## config.mk

```make
export PLATFORM = sky130hd
export DESIGN_NAME = mem_port_arbiter
export DESIGN_NICKNAME = d
export VERILOG_FILES = /design/src/rtl/mem_port_arbiter.sv
export SDC_FILE = /design/constraint.sdc
export NUM_CORES = 1
export LEC_CHECK = 0
export CAP_MARGIN = 10
export CORE_MARGIN = 2
export CORE_UTILIZATION = 40
export CTS_BUF_LIST = sky130_fd_sc_hd__clkbuf_4 sky130_fd_sc_hd__clkbuf_8 sky130_fd_sc_hd__clkbuf_16
export CTS_CLUSTER_SIZE = 25
export DETAILED_ROUTE_END_ITERATION = 10
export GPL_TIMING_DRIVEN = 0
export PLACE_DENSITY_LB_ADDON = 0.1
export SETUP_SLACK_MARGIN = 0.3
export SYNTH_ARGS = -nofsm -noshare
export SYNTH_HDL_FRONTEND = slang
export SYNTH_SLANG_ARGS = --single-unit
```

## constraint.sdc

```tcl
create_clock -name clock -period 2.8 [get_ports clock]
set_clock_uncertainty 0.15 [all_clocks]
set_input_delay 0.42 -clock clock [delete_from_list [all_inputs] [get_ports clock]]
set_output_delay 0.42 -clock clock [all_outputs]
set_load 0.02 [all_outputs]
```

## src/rtl/mem_port_arbiter.sv

```systemverilog
//==============================================================================
// Module      : mem_port_arbiter
// Description : Shares one variable-latency memory port between instruction
//               fetch and load/store, with stall generation and a wait-cycle
//               watchdog. Optional macro ARB_PERF_CNT_EN adds stall counters.
// Revision    : 1.0 - initial release
//==============================================================================
`timescale 1ns/1ps
`default_nettype none

module mem_port_arbiter #(
    parameter int ADDR_W   = 32,
    parameter int DATA_W   = 32,
    parameter int MAX_WAIT = 15
) (
    input  logic              clock,
    input  logic              reset,
    input  logic              if_req,
    input  logic [ADDR_W-1:0] if_addr,
    output logic [DATA_W-1:0] if_rdata,
    output logic              if_ack,
    input  logic              dm_req,
    input  logic              dm_we,
    input  logic [ADDR_W-1:0] dm_addr,
    input  logic [DATA_W-1:0] dm_wdata,
    output logic [DATA_W-1:0] dm_rdata,
    output logic              dm_ack,
    output logic              mem_req,
    output logic              mem_we,
    output logic [ADDR_W-1:0] mem_addr,
    output logic [DATA_W-1:0] mem_wdata,
    input  logic [DATA_W-1:0] mem_rdata,
    input  logic              mem_ready,
    output logic              stall_if,
    output logic              stall_mem,
    output logic              busy,
`ifdef ARB_PERF_CNT_EN
    output logic [31:0]       perf_if_stall,
    output logic [31:0]       perf_dm_stall,
`endif
    output logic              err
);

    localparam int                  c_WAIT_W    = 8;
    localparam logic [c_WAIT_W-1:0] c_WAIT_LAST = c_WAIT_W'(MAX_WAIT - 1);

    typedef enum logic [1:0] {
        S_IDLE  = 2'd0,
        S_FETCH = 2'd1,
        S_DATA  = 2'd2,
        S_ERR   = 2'd3
    } state_t;

    state_t              r_state,     w_state;
    logic [c_WAIT_W-1:0] r_wait_cnt,  w_wait_cnt;
    logic                r_mem_req,   w_mem_req;
    logic                r_mem_we,    w_mem_we;
    logic [ADDR_W-1:0]   r_mem_addr,  w_mem_addr;
    logic [DATA_W-1:0]   r_mem_wdata, w_mem_wdata;
    logic                r_if_ack,    w_if_ack;
    logic                r_dm_ack,    w_dm_ack;
    logic [DATA_W-1:0]   r_if_rdata,  w_if_rdata;
    logic [DATA_W-1:0]   r_dm_rdata,  w_dm_rdata;
    logic                r_err,       w_err;
    logic                w_dm_elig;
    logic                w_if_elig;

    // A port acked this cycle still shows its old address, so it sits out one grant.
    assign w_dm_elig = dm_req & ~r_dm_ack;
    assign w_if_elig = if_req & ~r_if_ack;

    always_ff @(posedge clock or negedge reset) begin
        if (!reset) begin
            r_state     <= S_IDLE;
            r_wait_cnt  <= '0;
            r_mem_req   <= 1'b0;
            r_mem_we    <= 1'b0;
            r_mem_addr  <= '0;
            r_mem_wdata <= '0;
            r_if_ack    <= 1'b0;
            r_dm_ack    <= 1'b0;
            r_if_rdata  <= '0;
            r_dm_rdata  <= '0;
            r_err       <= 1'b0;
        end else begin
            r_state     <= w_state;
            r_wait_cnt  <= w_wait_cnt;
            r_mem_req   <= w_mem_req;
            r_mem_we    <= w_mem_we;
            r_mem_addr  <= w_mem_addr;
            r_mem_wdata <= w_mem_wdata;
            r_if_ack    <= w_if_ack;
            r_dm_ack    <= w_dm_ack;
            r_if_rdata  <= w_if_rdata;
            r_dm_rdata  <= w_dm_rdata;
            r_err       <= w_err;
        end
    end

    always_comb begin
        w_state     = r_state;
        w_wait_cnt  = r_wait_cnt;
        w_mem_req   = r_mem_req;
        w_mem_we    = r_mem_we;
        w_mem_addr  = r_mem_addr;
        w_mem_wdata = r_mem_wdata;
        w_if_ack    = 1'b0;
        w_dm_ack    = 1'b0;
        w_if_rdata  = r_if_rdata;
        w_dm_rdata  = r_dm_rdata;
        w_err       = r_err;
        case (r_state)
            S_IDLE: begin
                if (w_dm_elig) begin
                    w_state     = S_DATA;
                    w_wait_cnt  = '0;
                    w_mem_req   = 1'b1;
                    w_mem_we    = dm_we;
                    w_mem_addr  = dm_addr;
                    w_mem_wdata = dm_wdata;
                end else if (w_if_elig) begin
                    w_state     = S_FETCH;
                    w_wait_cnt  = '0;
                    w_mem_req   = 1'b1;
                    w_mem_we    = 1'b0;
                    w_mem_addr  = if_addr;
                end else begin
                    w_mem_req   = 1'b0;
                end
            end
            S_FETCH, S_DATA: begin
                if (mem_ready) begin
                    w_state   = S_IDLE;
                    w_mem_req = 1'b0;
                    if (r_state == S_FETCH) begin
                        w_if_rdata = mem_rdata;
                        w_if_ack   = 1'b1;
                    end else begin
                        w_dm_rdata = mem_rdata;
                        w_dm_ack   = 1'b1;
                    end
                end else begin
                    w_wait_cnt = r_wait_cnt + 8'd1;
                    if (r_wait_cnt == c_WAIT_LAST) begin
                        w_state   = S_ERR;
                        w_mem_req = 1'b0;
                        w_err     = 1'b1;
                    end
                end
            end
            S_ERR: begin
                w_mem_req = 1'b0;
                w_err     = 1'b1;
            end
            default: begin
                w_state = S_IDLE;
            end
        endcase
    end

    assign mem_req   = r_mem_req;
    assign mem_we    = r_mem_we;
    assign mem_addr  = r_mem_addr;
    assign mem_wdata = r_mem_wdata;
    assign if_ack    = r_if_ack;
    assign dm_ack    = r_dm_ack;
    assign if_rdata  = r_if_rdata;
    assign dm_rdata  = r_dm_rdata;
    assign err       = r_err;
    assign busy      = (r_state != S_IDLE);

    assign stall_mem = (dm_req & ~r_dm_ack) | r_err;
    assign stall_if  = (if_req & ~r_if_ack) | stall_mem;

`ifdef ARB_PERF_CNT_EN
    logic [31:0] r_perf_if;
    logic [31:0] r_perf_dm;

    // Saturating counters: they hold at all-ones rather than wrap.
    always_ff @(posedge clock or negedge reset) begin
        if (!reset) begin
            r_perf_if <= '0;
            r_perf_dm <= '0;
        end else begin
            if (stall_if && (r_perf_if != 32'hFFFF_FFFF)) begin
                r_perf_if <= r_perf_if + 32'd1;
            end
            if (stall_mem && (r_perf_dm != 32'hFFFF_FFFF)) begin
                r_perf_dm <= r_perf_dm + 32'd1;
            end
        end
    end

    assign perf_if_stall = r_perf_if;
    assign perf_dm_stall = r_perf_dm;
`endif

endmodule

`default_nettype wire

```

==> metrics.txt <==
asr flop ratio synth 1.00; die span in x 128 µm; internal power 7.43 mW; type of origin of the critical path input port; post-synth top area share 0.585; min-delay src dm_rdata[17]$_DFFE_PN0P_; area of the core 15,100 µm²; slew margin rel. 0.488; Die H 128 µm; most frequent cells after synthesis dfrtp_1 (143), nand2_1 (140), o21ai_1 (35); r2r startpoint r_state[0]$_DFFE_PN0P_; crit-path cells clkdlybuf4s50_1 > nor2b_1 > buf_4 > or3_1 > dlygate4sd2_1; area growth from synthesis to layout 58.2%; WHS Path Cells 2; io pins 270; layout cells sized above 1 0.119; Critical Path Fanout Max 10; CP max-delay cell clkdlybuf4s50_1; Peak Freq 419 MHz; run status finished, final reports clean; Congestion Overflow GR 0; syn avg cell area 12.0 µm²; Hold Vio Cnt, Final 0; YS warnings 0; initial antenna violation count 0; HPWL Detailed 13.1 mm; Setup Fix Bufs, Post-CTS 0; Hold Path Class reg -> reg; WP data required 2230 ps; Fill cells 1,211; Hold EP dm_rdata[17]$_DFFE_PN0P_; fin area 9690 µm²; reg2reg setup slack 810 ps; vias in the first global route 4,993; worst r2r dst dm_rdata[19]$_DFFE_PN0P_; clock root cell clkbuf_16; period utilization 0.853; PortBufs 269; crit-path max cell delay 410 ps; Worst-Skew Late Latency 410 ps; first-pass GRT wire length 26.6 mm; Leak 4.42 nW; VDD IR-drop max 0.626 mV; number of vias in the routed layout 4,836; EDFF count, synth 0; Pre-Repair DR Iteration Count 4; Comb power frac 0.503; Vias per Instance 4.84; TritonCTS Buffers 17; Worst Max-Slew Pin Slew 768 ps; fin crit period 2390 ps; Worst Reg-to-Reg Cells 7; Pins Over Slew Limit 0; Seq pwr share 0.305; fin nets 940; crit path DAT 1820 ps; Reg clk slew, reported paths 60 ps; largest net degree at the start of global routing 82; max cap viols 0; die area 16,300 µm²; gp weighted congestion 0.769; Crit path buffers/inverters 3; setup_tns 0 ps; pwr/cell area 1230 nW/µm²; Routed WL per cell 17.3 µm; largest area contributor in the netlist dfrtp_1; ANT nets after route 0; top-count cell post-synth dfrtp_1; DP Area 9080 µm²; initial core utilization 0.406; CTS tree built; final setup fails 0; #FFs+latches synth 143; syn_nets 650; Rows 45; Total GRT Usage 0.211; Seq/Total Area, Yosys 0.585; Net Switching 4.46 mW; Largest delay share family, worst path buffers and inverters; # H-tree levels 4; Clk pwr share 0.192; CTS max path bufs 2; switch share 0.375; RSZ-0062 raised after global routing no; Netlist cell types 42; critical path class in -> out; ant diodes 0; Setup crit end kind output pin; wirelength, routed 17.3 mm; number of DRC markers in iteration 0 154; top cells by area, synth dfrtp_1 (58%), nand2_1 (8.6%), mux2_4 (7.4%); post-route DRC violation count 0; Synth Instances 510; Clock Sinks 143; Most used DFF post-synth dfrtp_1; Cell Area, Synth 6120 µm²
-- cells in the final DEF (no fill, tap or decap), types with 2 or more instances in the layout --
master | synthesis | routed
clkdlybuf4s50_1 | 0 | 266
dfrtp_1 | 143 | 143
nand2_1 | 140 | 140
o21ai_1 | 35 | 35
mux2i_1 | 34 | 34
mux2_1 | 32 | 32
mux2_4 | 30 | 30
clkbuf_16 | 0 | 17
buf_2 | 9 | 9
buf_4 | 8 | 8
inv_1 | 7 | 7
nor2_1 | 7 | 7
buf_6 | 5 | 6
ha_1 | 6 | 6
nand2b_1 | 5 | 5
a21oi_1 | 5 | 5
nand3_1 | 4 | 4
clkbuf_1 | 4 | 4
o211ai_1 | 4 | 4
clkinv_2 | 0 | 4
mux2_2 | 3 | 3
clkbuf_4 | 1 | 3
bufinv_16 | 0 | 3
clkinvlp_4 | 0 | 3
nor2b_1 | 2 | 2
or3_1 | 2 | 2
a22oi_1 | 2 | 2
a32o_1 | 2 | 2
o21ai_0 | 2 | 2
-- routing by layer --
layer,GRT usage,up-vias,part of all wire
li1,-,2300,-
met1,0.253,2329,0.41
met2,0.353,193,0.49
met3,0.0831,14,0.093
met4,0.0608,0,0.010
met5,0,-,0
-- tightest hold or removal path, stage by stage (launching register included) --
cell     delay (ps)
dfrtp_1         340
nand2_1          50
nand2_1          50
-- sequential cells by signal (all words and copies together), names as in the netlist --
register / cells
dm_ack: 1
if_ack: 1
mem_we: 1
err: 1
mem_req: 1
mem_wdata: 32
r_state: 2
mem_addr: 32
if_rdata: 32
r_wait_cnt: 8
dm_rdata: 32
-- area by class of cell --
class | count | area (µm²) | area share
Buffer | 28 | 188 | 0.0194
Timing Repair Buffer | 271 | 2730 | 0.282
Clock buffer | 20 | 454 | 0.0469
Tap cell | 188 | 235 | 0.0243
Sequential cell | 143 | 3580 | 0.369
Inverter | 8 | 30.0 | 0.00310
Multi-Input combinational cell | 331 | 2330 | 0.240
Clock inverter | 11 | 141 | 0.0146
-- cells by family after synthesis --
family / after synthesis / synth area share
and+or+nand+nor: 168 / 0.117
muxes: 99 / 0.194
adders and majority gates: 6 / 0.0123
buffers and inverters: 36 / 0.0356
DFF: 143 / 0.585
AOI/OAI and AO/OA: 58 / 0.0570
-- power by group through the flow --
| stage | Sequential, mW | Combinational (mW) | Clock (mW) |
|---|---|---|---|
| after floorplan | 4.75 | 2.12 | 0 |
| after global placement | 3.59 | 5.95 | 0 |
| after detailed placement | 3.66 | 6.03 | 0 |
| after CTS | 3.63 | 6.07 | 2.32 |
| after global routing | 3.75 | 6.43 | 2.41 |
| final | 3.63 | 5.99 | 2.28 |
-- stage by stage --
step	util	hold slack, ps	power (mW)	worst slack (ps)	cells
after global routing	0.642	351	12.6	340	1000
final	0.642	321	11.9	412	1000
after CTS	0.642	327	12.0	304	1000
after detailed placement	0.602	312	9.69	169	968
after global placement	0.600	308	9.55	-4500	967
after floorplan	-	-25.6	6.87	946	510
-- worst max path at each step --
stage | from | end | slack (ps) | depth (start not counted)
4_1_cts | r_state[0]$_DFFE_PN0P_ | busy | 300 | 5
2_1_floorplan | r_state[1]$_DFFE_PN0P_ | r_state[0]$_DFFE_PN0P_ | 950 | 8
6_report | dm_req | stall_if | 410 | 5
5_1_grt | dm_req | stall_if | 340 | 5
3_3_place_gp | reset | dm_rdata[23]$_DFFE_PN0P_ | -4500 | 1
3_5_place_dp | dm_req | stall_if | 170 | 5
-- what timing repair did --
| item | 4_1_cts | 5_1_grt |
|---|---|---|
| setup endpoints to repair | 1 | 1 |
| endpoints found under the hold margin | 80 | 0 |
| gates resized for setup | 1 | 1 |
| hold buffers | 1 | 0 |
Power figures use the tool's default switching activity.
